### src/rtl/fft_pkg.sv
// Shared types and constants for the radix-2 FFT stage sequencer.
package fft_pkg;

    typedef enum logic [1:0] {
        ST_IDLE,
        ST_RUN,
        ST_DRAIN,
        ST_FIN
    } fft_state_e;

    localparam int unsigned BF_LAT     = 2;
    localparam int unsigned RAM_RD_LAT = 1;

    // Bits needed to hold values 0..v-1, never less than one.
    function automatic int unsigned clog2_min1(input int unsigned v);
        return (v <= 2) ? 1 : $clog2(v);
    endfunction

endpackage

### src/rtl/fft_addr_gen.sv
// Combinational (stage, butterfly index) to operand/twiddle address map.
module fft_addr_gen
    import fft_pkg::*;
#(
    parameter int unsigned LOG2N = 8
) (
    input  logic [clog2_min1(LOG2N)-1:0] s_i,
    input  logic [LOG2N-2:0]             k_i,
    output logic [LOG2N-1:0]             p_o,
    output logic [LOG2N-1:0]             q_o,
    output logic [LOG2N-2:0]             tw_o
);

    localparam int unsigned SW = clog2_min1(LOG2N);

    logic [LOG2N-1:0] kx;
    logic [LOG2N-1:0] half;
    logic [LOG2N-1:0] j;
    logic [LOG2N-1:0] pv;

    always_comb begin
        kx   = {1'b0, k_i};
        half = LOG2N'(1) << s_i;
        j    = kx & (half - LOG2N'(1));
        // (k>>s)<<(s+1) split into two shifts so s+1 never wraps in SW bits
        pv   = (((kx >> s_i) << s_i) << 1) + j;
        p_o  = pv;
        q_o  = pv + half;
        tw_o = (LOG2N-1)'(j << (SW'(LOG2N - 1) - s_i));
    end

endmodule

### src/rtl/fft_stage_ctrl.sv
// In-place radix-2 DIT FFT sequencer: stage/index counters, inter-stage drain, write-back pipe.
module fft_stage_ctrl
    import fft_pkg::*;
#(
    parameter int unsigned LOG2N  = 8,
    parameter int unsigned BF_LAT = fft_pkg::BF_LAT
) (
    input  logic             clk,
    input  logic             rst_n,
    input  logic             start,
    output logic             busy,
    output logic             done,
    output logic             rd_en,
    output logic [LOG2N-1:0] rd_addr_p,
    output logic [LOG2N-1:0] rd_addr_q,
    output logic [LOG2N-2:0] tw_addr,
    output logic             bf_en,
    input  logic             bf_valid,
    output logic             wr_en,
    output logic [LOG2N-1:0] wr_addr_p,
    output logic [LOG2N-1:0] wr_addr_q,
    output logic             err
);

    localparam int unsigned SW = clog2_min1(LOG2N);
    localparam int unsigned KW = LOG2N - 1;
    localparam int unsigned DW = clog2_min1(BF_LAT + 2);
    localparam int unsigned PD = RAM_RD_LAT + BF_LAT;

    fft_state_e      state_q, state_d;
    logic [SW-1:0]   s_q, s_d;
    logic [KW-1:0]   k_q, k_d;
    logic [DW-1:0]   drain_q, drain_d;
    logic            err_q, err_d;
    logic            bf_en_q;
    logic            wr_v_q [PD];
    logic [LOG2N-1:0] wr_p_q [PD];
    logic [LOG2N-1:0] wr_q_q [PD];

    logic [LOG2N-1:0] gen_p, gen_q;
    logic [LOG2N-2:0] gen_tw;

    fft_addr_gen #(.LOG2N(LOG2N)) u_addr_gen (
        .s_i  (s_q),
        .k_i  (k_q),
        .p_o  (gen_p),
        .q_o  (gen_q),
        .tw_o (gen_tw)
    );

    always_ff @(posedge clk or negedge rst_n) begin
        if (!rst_n) begin
            state_q <= ST_IDLE;
            s_q     <= '0;
            k_q     <= '0;
            drain_q <= '0;
            err_q   <= 1'b0;
        end else begin
            state_q <= state_d;
            s_q     <= s_d;
            k_q     <= k_d;
            drain_q <= drain_d;
            err_q   <= err_d;
        end
    end

    always_comb begin
        state_d = state_q;
        s_d     = s_q;
        k_d     = k_q;
        drain_d = drain_q;
        err_d   = err_q | (bf_valid != wr_en);
        case (state_q)
            ST_IDLE: begin
                if (start) begin
                    state_d = ST_RUN;
                    s_d     = '0;
                    k_d     = '0;
                    err_d   = 1'b0;
                end
            end
            ST_RUN: begin
                k_d = k_q + KW'(1);
                if (k_q == '1) begin
                    state_d = ST_DRAIN;
                    drain_d = DW'(BF_LAT + 1);
                end
            end
            ST_DRAIN: begin
                // leave on the cycle the count reaches zero: BF_LAT+1 drain cycles
                drain_d = drain_q - DW'(1);
                if (drain_q == DW'(1)) begin
                    if (s_q == SW'(LOG2N - 1)) begin
                        state_d = ST_FIN;
                    end else begin
                        state_d = ST_RUN;
                        s_d     = s_q + SW'(1);
                        k_d     = '0;
                    end
                end
            end
            ST_FIN:  state_d = ST_IDLE;
            default: state_d = ST_IDLE;
        endcase
    end

    always_comb begin
        busy      = (state_q != ST_IDLE);
        done      = (state_q == ST_FIN);
        rd_en     = (state_q == ST_RUN);
        rd_addr_p = rd_en ? gen_p  : '0;
        rd_addr_q = rd_en ? gen_q  : '0;
        tw_addr   = rd_en ? gen_tw : '0;
        bf_en     = bf_en_q;
        wr_en     = wr_v_q[PD-1];
        wr_addr_p = wr_p_q[PD-1];
        wr_addr_q = wr_q_q[PD-1];
        err       = err_q;
    end

    always_ff @(posedge clk or negedge rst_n) begin
        if (!rst_n) begin
            bf_en_q <= 1'b0;
            for (int unsigned i = 0; i < PD; i++) begin
                wr_v_q[i] <= 1'b0;
                wr_p_q[i] <= '0;
                wr_q_q[i] <= '0;
            end
        end else begin
            bf_en_q   <= rd_en;
            wr_v_q[0] <= rd_en;
            wr_p_q[0] <= rd_addr_p;
            wr_q_q[0] <= rd_addr_q;
            for (int unsigned i = 1; i < PD; i++) begin
                wr_v_q[i] <= wr_v_q[i-1];
                wr_p_q[i] <= wr_p_q[i-1];
                wr_q_q[i] <= wr_q_q[i-1];
            end
        end
    end

endmodule
### config.mk
export PLATFORM = sky130hd
export DESIGN_NAME = fft_stage_ctrl
export DESIGN_NICKNAME = d
export VERILOG_FILES = /design/src/rtl/fft_pkg.sv /design/src/rtl/fft_addr_gen.sv /design/src/rtl/fft_stage_ctrl.sv
export SDC_FILE = /design/constraint.sdc
export NUM_CORES = 1
export LEC_CHECK = 0
export CAP_MARGIN = 25
export CORE_ASPECT_RATIO = 1.5
export CORE_MARGIN = 5
export CORE_UTILIZATION = 54
export DETAILED_ROUTE_END_ITERATION = 7
export GPL_TIMING_DRIVEN = 0
export PLACE_DENSITY = 0.88
export SLEW_MARGIN = 20
export SYNTH_ARGS = -nofsm -noshare
export SYNTH_HDL_FRONTEND = slang
export SYNTH_HIERARCHICAL = 1
export SYNTH_SLANG_ARGS = --single-unit
### constraint.sdc
create_clock -name clk -period 4.9 [get_ports clk]
set_clock_uncertainty 0.05 [all_clocks]
set_input_delay 0.98 -clock clk [delete_from_list [all_inputs] [get_ports clk]]
set_output_delay 0.98 -clock clk [all_outputs]
set_load 0.01 [all_outputs]
# After elaboration in Yosys (flattened, before gate mapping)
# Cells that the tools add are included.
# Widths: inputs -> output; s select.
# op_classes
n_eq_ne	11
mux	20
bitwise	2
n_shift	4
multipliers	0
n_lt_le_gt_ge	0
addsub	7
reduce_logical	9
div_mod_pow	0
# ops
op	count
$mux 7	4
$pmux 7 s3	1
$add 8x8->8	2
$mux 8	2
$shl 8x3->7	2
$mux 2	5
$mux 3	3
$and 7x8->8	1
$pmux 2 s4	1
$reduce_and 4->1	2
$shl 1x3->8 const A	1
$shr 7x3->8	1
$sub 8x1->8 const B	1
$add 7x1->7 const B	1
$eq 7x7->1 const B	1
$ne 2x2->1 const B	3
$pmux 3 s2	1
$reduce_bool 2->1	3
$eq 2x1->1 const B	2
$eq 2x2->1 const B	2
$pmux 2 s2	1
$add 3x1->3 const B	1
$eq 3x3->1 const B	1
$reduce_and 3->1	1
9 further kinds	10
# totals
ram_bits	0
inputBits	4
out_inout_bits	45
rom_bits	0
word_cells	67
latchBits	0
regBits	66
mem_count	0

# Depth between registers and ports, before layout
# depth
word_depth	6
ltp_mapped	20
mapped_depth_nobuf	18

# Hierarchy
# Netlist, hierarchy kept.
# modules_own_cells
module	cells_per_inst	n_inst	area_per_inst_um2	seq_area_each_um2
fft_stage_ctrl	178	1	2421.1	1651.6
fft_addr_gen	143	1	933.4	0.0

# Least setup slack after synthesis
# OpenSTA, ideal clock, no wires.
# synth_path
path_type	register to output
from	register s_q[0]
to	output rd_addr_q[7]
required_ns	3.870
t_arrival_ns	3.628
n_path_buf	4
path_stages_with_launch	21
slack_ns	0.242
cell_sequence	dfrtp_1 -> buf_2 -> buf_2 -> buf_2 -> nand2_1 -> ha_1 -> buf_2 -> xnor2_1 -> nand2b_1 -> inv_1 -> ha_1 -> a21o_1 -> a21oi_1 -> o21bai_1 -> a21oi_1 -> xnor2_1 -> ha_1 -> a21o_1 -> a31oi_1 -> xor2_1 -> and2_1
# synth_between
elab_chain_len	6
word_cells_on_any_way	8
cone_classes	add/sub: 3; shift: 3; mux: 1; bitwise: 1
# synth_rtl
item	line	text
start, declared	fft_stage_ctrl.sv:31	logic [SW-1:0] s_q, s_d;
start signal, assigned	fft_stage_ctrl.sv:54	s_q <= '0;
start signal, assigned	fft_stage_ctrl.sv:60	s_q <= s_d;
$shl 1x3->8	fft_addr_gen.sv:23	half = LOG2N'(1) << s_i;
$sub 8x1->8	fft_addr_gen.sv:24	j = kx & (half - LOG2N'(1));
$and 7x8->8	fft_addr_gen.sv:24	
$add 8x8->8 *	fft_addr_gen.sv:26	pv = (((kx >> s_i) << s_i) << 1) + j;
named net gen_p[6]	fft_stage_ctrl.sv:40	logic [LOG2N-1:0] gen_p, gen_q;
$add 8x8->8 *	fft_addr_gen.sv:28	q_o = pv + half;
named net gen_q[7]	fft_stage_ctrl.sv:40	
$mux 8 *	fft_stage_ctrl.sv:112	rd_addr_q = rd_en ? gen_q : '0;
end, declared	fft_stage_ctrl.sv:15	output logic [LOG2N-1:0] rd_addr_q,
# Mark *: on every way through the listed nets, which the timed path passes. The rest lies on a longest branch.

# Worst setup path after layout
# layout_path
from	register s_q[1]
to	output rd_addr_q[6]
# The elaborated chain is that of the path after synthesis.

==> flow_summary.json <==
{
  "ant_nets": 0,
  "grt_pass1_wl_um": 14000,
  "multi_input_area_mm2": 0.00159,
  "place_area_mm2": 0.00395,
  "drive_gt1_share_pct": 26.9,
  "fin_crit_sh_pct": 102,
  "start_kind": "flip-flop",
  "maxCapViolations": 0,
  "die_x_um": 74.4,
  "async_reset_ff_share_pct": 100,
  "antenna_cells": 0,
  "crit_type": "flip-flop to output port",
  "finalHoldViolCount": 0,
  "ioPinCount": 49,
  "first_pass_iters": 5,
  "layout_setup_ws_ns": -0.111,
  "worst_setup_path_end_kind": "output port",
  "finalCriticalPeriod_ns": 5.01,
  "clk-insertion-delay-late_ns": 0.33,
  "clk_path_buf_depth": 2,
  "yosys.area_share.simple_pct": 17.6,
  "drt_iter0_markers": 291,
  "gp_congestion": 0.912,
  "syn-cell-area_mm2": 0.00335,
  "row_count": 35,
  "ys_types": 50,
  "fmax_ghz": 0.200,
  "synth_edf_count": 0,
  "synth-compound-area-share_pct": 12.8,
  "slew_violations": 0,
  "finalNetCount": 431,
  "status": "complete, but fails checks",
  "cts_tree": "done",
  "numCtsBuffers": 9,
  "pwr_density_cell_mw_per_mm2": 233,
  "synth_seq_cells": 66,
  "grt_pass1_vias": 2870,
  "drc_errors": 0,
  "dp_hpwl_um": 5100,
  "synth_fp_nets": 343,
  "hold_class": "flip-flop to flip-flop",
  "hold_buffers": 0,
  "htreeDepth": 3,
  "drt-wirelength-per-cell_um": 18.7,
  "syn_inst": 321,
  "seqCellArea_mm2": 0.00166,
  "ys_warn_count": 6,
  "rsz0062_at_grt": "yes",
  "n_fill_cell": 352,
  "gr-usage-all-layers_pct": 23.0,
  "synth_mux_area_share_pct": 1.79,
  "vdd_drop_max_uv": 147,
  "core_mm2": 0.00609,
  "avgViaCountPerCell": 5.86,
  "critPathArrivalTime_ns": 3.98,
  "synth_top_family_by_area": "simple AND/OR/NAND/NOR gates",
  "grt-ovfl-total": 0,
  "synthAdderAreaFrac_pct": 6.94,
  "avgSynthCellArea_um2": 10.5,
  "port_buffers": 48,
  "p_leak_nw": 1.98,
  "grt_max_degree": 57,
  "stdcell_area_mm2": 0.00455,
  "ys_seq_area_share_pct": 49.2,
  "area_growth_pct": 35.5,
  "violations": "setup timing",
  "dieHeight_um": 107,
  "path_max_fanout": 4,
  "synth_xor_area_share_pct": 3.66,
  "clock-sinks": 66,
  "wl_um": 9110,
  "vias": 2848,
  "antenna_found_initial": 0,
  "initial_utilization_pct": 55.1,
  "post-place-ws_ns": -0.901,
  "setup_violations": 3,
  "critPathRequiredTime_ns": 3.87,
  "clk_pin_slew_worst_paths_ns": 0.07,
  "cts-root-buf": "clkbuf_8",
  "synthFlopType": "dfrtp_1",
  "die_area_mm2": 0.00792
}
## power breakdown
group	internal [W]	leakage, nW	switching [W]	total [W]
Sequential	0.000548	0.733	0.000000734	0.000548
Combinational	0.0000113	1.14	0.0000154	0.0000267
Clock	0.000294	0.105	0.000191	0.000485
## cells by family (layout without fill, tap and decap cells)
| family | after synthesis | after routing |
|---|---|---|
| AOI/OAI and AO/OA | 61 | 61 |
| adders and majority gates | 18 | 18 |
| buffers and inverters | 46 | 137 |
| DFF | 66 | 66 |
| and+or+nand+nor | 109 | 109 |
| other | 1 | 1 |
| muxes | 6 | 6 |
| xor gates and xnor gates | 14 | 14 |
## final timing paths
| path | end | slack (ns) | startpoint | cells past startpoint |
|---|---|---|---|---|
| max in group asynchronous | s_q[1] | 3.86 | rst_n | 2 |
| worst max-delay path | rd_addr_q[6] | -0.11 | s_q[1] | 18 |
| worst min-delay path | wr_addr_q[6] | 0.29 | wr_q_q[14] | 0 |
| worst max register to register | wr_q_q[22] | 1.17 | s_q[1] | 18 |
| worst min register to register | wr_addr_q[6] | 0.29 | wr_q_q[14] | 0 |
| min in group asynchronous | wr_addr_p[6] | 0.43 | rst_n | 1 |
## final cells by class
type / instances / share of cell area (%)
sequential: 66 / 36.4
tap: 74 / 2.04
clock buffer: 11 / 3.11
inverter: 14 / 1.21
buffer: 29 / 4.90
multi-input combinational: 209 / 34.9
clock inverter: 3 / 1.43
timing repair buffer: 80 / 16.0
## state kept, by name, summed over array words and instances (netlist names)
register   cells
wr_p_q        16
wr_addr_p      8
drain_q        2
state_q        2
wr_v_q         2
s_q            3
wr_addr_q      8
err            1
wr_en          1
k_q            7
wr_q_q        16
## cells in the final DEF, fill, tap and decap left out, types with 7 or more instances in the layout
cell type	netlist	layout
dfrtp_1	66	63
clkbuf_8	0	10
o21ai_0	9	8
nand3_1	12	12
buf_4	19	50
nor2_1	18	16
clkdlybuf4s50_1	0	42
a21oi_1	12	11
ha_1	17	12
xnor2_1	9	7
nand2_1	21	20
inv_1	14	9
and2_1	26	25
## repair_timing
item / 4_1_cts / 5_1_grt
gates resized for setup: 47 / 18
pin swaps: 24 / 17
buffers inserted: 23 / 8
endpoints found under the setup margin: 10 / 8
## synthesized netlist by cell type, types with 3 or more instances
cell	number	share of area [%]
dfrtp_1	66	49
and2_1	26	4.8
nand2_1	21	2.4
buf_4	19	4.3
nor2_1	18	2.0
ha_1	17	6.3
inv_1	14	1.6
a21oi_1	12	1.8
nand3_1	12	1.8
buf_2	9	1.3
o21ai_0	9	1.3
xnor2_1	9	2.4
and3_1	6	1.1
mux2i_1	6	1.8
nand3b_1	6	1.3
nor2b_1	6	1.1
o31ai_1	5	1.1
xor2_1	5	1.3
a31o_1	4	1.0
a31oi_1	4	0.75
nand2b_1	4	0.75
a211oi_1	3	0.67
clkbuf_1	3	0.34
nor3_1	3	0.45
## critical path: stages (launching register included)
cell and delay, ns:
dfrtp_2 0.45, or2_4 0.28, nor2_4 0.11, inv_2 0.07, ha_4 0.21, nand2b_4 0.16
inv_4 0.07, ha_4 0.14, inv_2 0.04, fa_2 0.52, inv_2 0.05, ha_4 0.17
or3_1 0.36, a31o_1 0.24, a31o_1 0.23, a21oi_2 0.14, xnor2_1 0.12, and2_1 0.15
buf_2 0.14
## metal layers
| layer | track usage, % | up-vias | wire length (um) |
|---|---|---|---|
| li1 | - | 1260 | - |
| met1 | 26.8 | 1363 | 3390 |
| met2 | 39.0 | 171 | 4560 |
| met3 | 3.78 | 54 | 620 |
| met4 | 12.7 | 0 | 539 |
| met5 | 0 | - | 0 |
## per-stage QoR
stage          util (%)  hold slack, ns  cells  power [W]  TNS, ns
6_report           74.7           0.294    486    0.00106   -0.193
5_1_grt            74.7           0.301    486    0.00110   -0.446
4_1_cts            73.0           0.296    480    0.00106   -0.127
3_5_place_dp       64.9           0.285    444   0.000585    -2.80
3_3_place_gp       64.5           0.282    443   0.000582    -2.13
2_1_floorplan         -           0.281    321   0.000565        0
No activity file was read; power rests on OpenSTA's default activity.
